===== src/rtl/lcd_spi_arbiter.sv =====
// Round-robin arbiter sharing one spi_master between NREQ byte-stream requesters.
// Ownership is locked per packet; a stalled owner is released after TIMEOUT idle cycles.
module lcd_spi_arbiter #(
   parameter int NREQ    = 3,
   parameter int TIMEOUT = 255
) (
   input  logic              clock,
   input  logic              Reset,
   input  logic [NREQ-1:0]   req,
   input  logic [8*NREQ-1:0] req_data,
   input  logic [NREQ-1:0]   req_dc,
   input  logic [NREQ-1:0]   req_last,
   output logic [NREQ-1:0]   grant,
   output logic [NREQ-1:0]   req_ack,
   output logic [7:0]        spi_data,
   output logic              spi_command,
   output logic              spi_start,
   input  logic              spi_avail,
   input  logic              spi_busy,
   output logic              idle,
   output logic              err_abort
);
   localparam int PW = $clog2(NREQ);
   localparam int CW = $clog2(TIMEOUT + 1);

   typedef enum logic [1:0] {IDLE, XFER, HOLD} state_t;

   state_t                 state, state_nx;
   logic [PW-1:0]          owner, owner_nx, rr_ptr, rr_ptr_nx;
   logic [CW-1:0]          cnt, cnt_nx;
   logic                   start_nx;
   logic [NREQ-1:0]        own_oh;
   logic [NREQ-1:0][7:0]   data_arr;
   logic                   ack, abort, busy_own;
   logic [PW:0]            pick_idle, pick_next;

   // {found, index} of the first set bit at or after 'from', wrapping.
   function automatic logic [PW:0] rr_pick(input logic [NREQ-1:0] mask,
                                           input logic [PW-1:0]   from);
      logic [PW-1:0] idx;
      logic [PW:0]   pick;
      pick = '0;
      for (int i = NREQ-1; i >= 0; i--) begin
         idx = PW'((int'(from) + i) % NREQ);
         if (mask[idx]) pick = {1'b1, idx};
      end
      return pick;
   endfunction

   function automatic logic [PW-1:0] ptr_inc(input logic [PW-1:0] p);
      return (p == PW'(NREQ-1)) ? '0 : p + 1'b1;
   endfunction

   assign data_arr    = req_data;
   assign own_oh      = NREQ'(1) << owner;
   assign busy_own    = (state != IDLE);
   assign grant       = busy_own ? own_oh : '0;
   assign ack         = (state == XFER) && spi_avail;
   assign req_ack     = ack ? own_oh : '0;
   assign abort       = (state == HOLD) && (cnt == CW'(TIMEOUT));
   assign err_abort   = abort;
   assign spi_data    = busy_own ? data_arr[owner] : 8'h00;
   assign spi_command = busy_own && req_dc[owner];
   assign idle        = (state == IDLE) && !spi_busy;
   assign pick_idle   = rr_pick(req, rr_ptr);
   // Handover only considers the others, searching from the slot after the owner.
   assign pick_next   = rr_pick(req & ~own_oh, ptr_inc(owner));

   always_comb begin
      state_nx  = state;
      owner_nx  = owner;
      rr_ptr_nx = rr_ptr;
      cnt_nx    = cnt;
      start_nx  = 1'b0;
      case (state)
         IDLE: begin
            if (pick_idle[PW]) begin
               state_nx = XFER;
               owner_nx = pick_idle[PW-1:0];
               start_nx = 1'b1;
            end
         end
         XFER: begin
            start_nx = 1'b1;
            // An ack outranks a same-cycle req drop: the byte was taken.
            if (ack && req_last[owner]) begin
               rr_ptr_nx = ptr_inc(owner);
               if (pick_next[PW]) begin
                  owner_nx = pick_next[PW-1:0];
               end else begin
                  state_nx = IDLE;
                  start_nx = 1'b0;
               end
            end else if (!ack && !req[owner]) begin
               state_nx = HOLD;
               start_nx = 1'b0;
               cnt_nx   = '0;
            end
         end
         HOLD: begin
            if (abort) begin
               state_nx  = IDLE;
               rr_ptr_nx = ptr_inc(owner);
            end else if (req[owner]) begin
               state_nx = XFER;
               start_nx = 1'b1;
            end else begin
               cnt_nx = cnt + 1'b1;
            end
         end
         default: state_nx = IDLE;
      endcase
   end

   always_ff @(posedge clock or posedge Reset) begin
      if (Reset) begin
         state     <= IDLE;
         owner     <= '0;
         rr_ptr    <= '0;
         cnt       <= '0;
         spi_start <= 1'b0;
      end else begin
         state     <= state_nx;
         owner     <= owner_nx;
         rr_ptr    <= rr_ptr_nx;
         cnt       <= cnt_nx;
         spi_start <= start_nx;
      end
   end
endmodule


===== config.mk =====
export PLATFORM = sky130hd
export DESIGN_NAME = lcd_spi_arbiter
export DESIGN_NICKNAME = d
export VERILOG_FILES = /design/src/rtl/lcd_spi_arbiter.sv
export SDC_FILE = /design/constraint.sdc
export NUM_CORES = 1
export LEC_CHECK = 0
export BUFFER_PORTS_ARGS = -buffer_cell sky130_fd_sc_hd__buf_2
export CAP_MARGIN = 10
export CORE_MARGIN = 4
export CORE_UTILIZATION = 30
export DETAILED_ROUTE_END_ITERATION = 8
export HOLD_SLACK_MARGIN = 0.03
export MAX_ROUTING_LAYER = met4
export PLACE_DENSITY_LB_ADDON = 0.25
export SKIP_LAST_GASP = 1
export SYNTH_ARGS = -nofsm -noshare
export SYNTH_HDL_FRONTEND = slang
export SYNTH_SLANG_ARGS = --single-unit

===== constraint.sdc =====
create_clock -name clock -period 5.8 [get_ports clock]
set_input_delay 0.87 -clock clock [delete_from_list [all_inputs] [get_ports clock]]
set_output_delay 0.87 -clock clock [all_outputs]
set_load 0.01 [all_outputs]

======== Word-level counts from Yosys, hierarchy flattened ========
Cells that the tools add are included.
word-level totals
  output and inout bits ................... 18
  word-level logic and storage cells ...... 115
  input bits .............................. 37
  bits in registers ....................... 15
operators by class
  reduce and logical (&&, ||, !) cells .... 17
  $lt $le $gt $ge ......................... 7
  add/subtract/negate cells ............... 6
  equal/unequal tests ..................... 15
  shifts and indexed selects .............. 1
  bitwise gates (word level) .............. 2
  multiplexer cells ....................... 56
  divide/modulo/power cells ............... 6
operator list
  kind                                                count
  modulo 32 x 3 -> 32 bit, second input constant      4
  modulo 3 x 3 -> 32 bit, second input constant       2
  two-way mux 8 bit                                   6
  two-way mux 2 bit                                   12
  two-way mux 3 bit                                   8
  < comparator 2 x 3 -> 1 bit, second input constant  7
  binary-select mux 1 bit (select 2 bit)              9
  binary-select mux 8 bit (select 2 bit)              1
  case mux 8 bit (2 select lines)                     1
  two-way mux 1 bit                                   15
  != test 2 bit, second input constant                6
  adder 8 x 1 -> 8 bit, second input constant         1
  == test 8 bit, second input constant                1
  case mux 2 bit (2 select lines)                     2
  AND reduction 4 bit                                 2
  adder 2 x 1 -> 3 bit, second input constant         2
  adder 2 x 2 -> 3 bit, second input constant         2
  logical AND 1 bit                                   6
  case mux 2 bit (3 select lines)                     1
  nonzero test 2 bit                                  3
  AND reduction 5 bit                                 1
  == test 2 bit, second input constant                2
  != test 2 x 1 -> 1 bit, second input constant       2
  bitwise AND 3 bit                                   1
  11 further kinds                                    13

======== Logic depth before layout (Yosys ltp) ========
  depth in word-level cells ............... 12
  depth in mapped cells ................... 10
  gate-level depth less buffers ........... 8

======== Least setup slack after synthesis ========
OpenSTA, ideal clock, no wires.
  kind .................................... flip-flop to output port
  start ................................... register state[0]
  end ..................................... output grant[1]
  path buffers ............................ 2
  required time ........................... 4.930 ns
  path slack .............................. 3.699 ns
  data arrival time ....................... 1.231 ns
  stages on the path, launching flop included .. 6
  path through ............................ dfrtp_1 > inv_1 > ha_1 > clkbuf_1 > clkbuf_1 > nor2_1
between the ends
  word-level cells in the longest chain between the ends .. 2
RTL lines
  what                    RTL line  RTL
  from (decl)             28        state_t state, state_nx;
  from (signal assigned)  123       state <= state_nx;
  nonzero test 2 bit      56        assign busy_own = (state != IDLE);
  two-way mux 3 bit       57        assign grant = busy_own ? own_oh : '0;
  to (decl)               13        output logic [NREQ-1:0] grant,
No other way between the ends.

======== Worst setup path in the final report ========
  start ................................... register owner[0]
  end ..................................... output spi_data[4]
between the ends
  word-level cells in the longest chain between the ends .. 3
RTL lines
  what                                     RTL line  RTL
  from (decl)                              29        logic [PW-1:0] owner, owner_nx, rr_ptr, rr_ptr_nx;
  from (signal assigned)                   124       owner <= owner_nx;
  binary-select mux 8 bit (select 2 bit)   62        assign spi_data = busy_own ? data_arr[owner] : 8'h00;
  two-way mux 8 bit (implied by the code)  62
  two-way mux 8 bit                        62
  to (decl)                                15        output logic [7:0] spi_data,
No other way between the ends. The select of a mux whose other input is x is not followed.

==> flow_summary.yaml <==
power:
  p_comb_share_pct: 68.6
  ir_drop_v: 0.000142
  power_per_cell_area_mw_per_mm2: 423
  clkPwrFrac_pct: 10.9
  p_leak_nw: 0.903
  intPower_w: 0.000402
  finalPower_w: 0.000785
  switching_power_w: 0.000383
  sequentialPowerShare_pct: 20.6
  swShare_pct: 48.8
layout:
  fill_cells: 511
  post_route_cells_drive_above_1_share_pct: 29.5
  area_growth_pct: 22.9
  nNetsFinal: 286
  n_antenna_cell: 0
setup_path:
  crit_path_end_kind: "output pin"
  critPathKind: "reg -> out"
  cp_data_arrival_time_ns: 2.09
  crit_fanout: 23
  start_kind: "flip-flop"
  worstPathRequired_ns: 4.93
timing:
  hold_viol: 0
  hold_ws_ns: 0.502
  max_slew_margin_pct: 49.3
  skew_ns: 0.00341
  clock.fmax_mhz: 337
  period_share_pct: 51.1
  tns_ns: 0
  drv_slew: 0
  worst_pin_slew_ns: 0.760
  setup_viol: 0
  min_period_ns: 2.96
  rsz0062_at_grt: "false"
yosys:
  ys_types: 47
  syn_nets: 236
  yosysSeqAreaShare_pct: 24.9
  ys_seq_elements: 15
  synth_compound_area_share_pct: 22.0
  synth_area_mm2: 0.00151
  synth_warnings: 0
  synth_top_family_by_area: "simple AND/OR/NAND/NOR gates"
  synthCells: 192
  synth_flop_cell: "dfrtp_1"
  synth_xor_area_share_pct: 0
  async_flop_share_pct: 100
  avgSynthCellArea_um2: 7.86
  synthAdderAreaFrac_pct: 6.47
  synth_edf_count: 0
  synthMuxAreaShare_pct: 14.4
  synthSimpleGateAreaFrac_pct: 25.6
detailed_routing:
  drt-total-wl_mm: 3.92
  ant_nets: 0
  post_drt_wl_per_cell_um: 12.7
  post_drt_via_cell_ratio: 4.90
  firstDrtPassIters: 4
  drc_errors: 0
  vias: 1509
  first_iter_violations: 111
floorplan:
  die_area_mm2: 0.00623
  rows: 25
  chipWidth_um: 78.9
  start_util_pct: 31.5
  coreArea_mm2: 0.00479
  ioPinCount: 55
  dieHeight_um: 78.9
worst_hold_path:
  hold_path.class: "reg -> reg"
job:
  cap_violations: 0
clock_network:
  cts_buffer_depth: 2
  h-tree-depth: 1
  cts_tree: "built"
  cts-resized-gates: 0
  postCtsSetupRepairBufs: 0
  cts_buffers: 3
  ctsHoldBuffers: 0
  clockRootBuffer: "clkbuf_8"
  clk_latency_ns: 0.25
  clkTransAtPathRegs_ns: 0.06
  cts_num_sinks: 15
grt:
  grt_max_degree: 25
  antenna_found_initial: 0
  grt_pass1_vias: 1382
  grtUsageTotal_pct: 13.0
  grt_overflow: 0
  grt_pass1_wl_mm: 6.43
place:
  dp_hpwl_mm: 3.00
  io_buffers: 54
  gp_congestion: 0.727
status:
  outcome: "completed"
==> kinds of logic (layout without fill, tap and decap cells) <==
| logic type | count (synthesis) | count (layout) |
|---|---|---|
| buffers and inverters | 20 | 69 |
| adder cells (fa/ha/maj) | 8 | 8 |
| flip-flops | 15 | 15 |
| AND/OR/NAND/NOR | 80 | 80 |
| AO/OA/AOI/OAI | 50 | 50 |
| multiplexers | 19 | 19 |
==> registers in the layout, summed over array words and instances (netlist names) <==
register	count
cnt	8
owner	2
rr_ptr	2
state	2
spi_start	1
==> placed cells by master (no fill, tap or decap), types with 3 or more instances in the layout <==
| cell type | instances |
|---|---|
| buf_2 | 54 |
| ha_1 | 7 |
| a21oi_1 | 18 |
| nand4_1 | 3 |
| a21o_1 | 3 |
| nand2_1 | 17 |
| o21ai_0 | 8 |
| nor2_1 | 31 |
| dfrtp_1 | 15 |
| inv_1 | 10 |
| nand3_1 | 5 |
| nand2b_1 | 6 |
| mux2i_1 | 14 |
| nor3_1 | 4 |
| o21ai_1 | 3 |
| clkbuf_8 | 3 |
==> per-stage QoR <==
stage	worst slack, ns	instance area [um2]	cells	utilization, %
after floorplan	3.70	1510	192	-
after global placement	3.15	1810	304	37.8
after detailed placement	3.09	1810	304	37.8
after CTS	2.80	1850	308	38.7
after global routing	2.60	1850	308	38.7
final	2.84	1850	308	38.7
==> path summary, 6_finish.rpt <==
path | startpoint | cells past startpoint | to | slack [ns]
min reg2reg | cnt[0]$_DFFE_PP0P_ | 1 | cnt[0]$_DFFE_PP0P_ | 0.50
max in group asynchronous | Reset | 2 | cnt[3]$_DFFE_PP0P_ | 4.70
max | owner[0]$_DFFE_PP0P_ | 4 | spi_data[4] | 2.84
min | cnt[0]$_DFFE_PP0P_ | 1 | cnt[0]$_DFFE_PP0P_ | 0.50
min in group asynchronous | Reset | 2 | cnt[4]$_DFFE_PP0P_ | 0.69
max reg2reg | state[1]$_DFFE_PP0P_ | 8 | owner[1]$_DFFE_PP0P_ | 3.53
==> power groups by stage <==
stage	Combinational, W	Sequential, W	Clock [W]
floorplan	0.000437	0.000151	0
global placement	0.000540	0.000163	0
detailed placement	0.000541	0.000165	0
CTS	0.000544	0.000163	0.0000892
global route	0.000598	0.000167	0.0000944
finish	0.000538	0.000161	0.0000854
==> worst max-delay path, cell delays in order (launching register included) <==
cell and delay [ns]:
dfrtp_1 0.84, nor2b_1 0.61, a21oi_1 0.15, nor2_1 0.10, buf_2 0.15
==> synthesized netlist by cell type (all sizes together) (3+ instances only) <==
cell | instances | area share [%]
ha | 7 | 5.8
nand3 | 5 | 1.7
nand2b | 7 | 3.4
mux2 | 3 | 2.7
nor3 | 4 | 1.3
a21oi | 18 | 6.0
mux2i | 16 | 12
nand4 | 3 | 1.2
inv | 10 | 2.5
dfrtp | 15 | 25
nor2 | 33 | 8.5
nand2 | 17 | 4.2
clkbuf | 5 | 1.2
buf | 5 | 2.9
a21o | 3 | 1.5
o21ai | 12 | 4.2
==> area by class of cell <==
type | instances | area [um2] | share of cell area [%]
clock buffer | 3 | 41.3 | 2.23
clock inverter | 1 | 5.00 | 0.270
inverter | 10 | 37.5 | 2.02
multi-input combinational | 157 | 1030 | 55.7
sequential | 15 | 375 | 20.2
tap | 67 | 83.8 | 4.52
timing repair buffer | 55 | 278 | 15.0
==> routing by layer <==
metal  vias to the layer above  share of wire (%)  wire, um  GRT usage, %
met3                         2                2.2        86          2.61
met2                        18                 52      2030          23.3
li1                        775                  -         -             -
met4                         0               0.64        25          2.06
met5                         -                  0         0             -
met1                       714                 45      1770          15.3
Note: power is estimated with default switching activity, not from simulation.
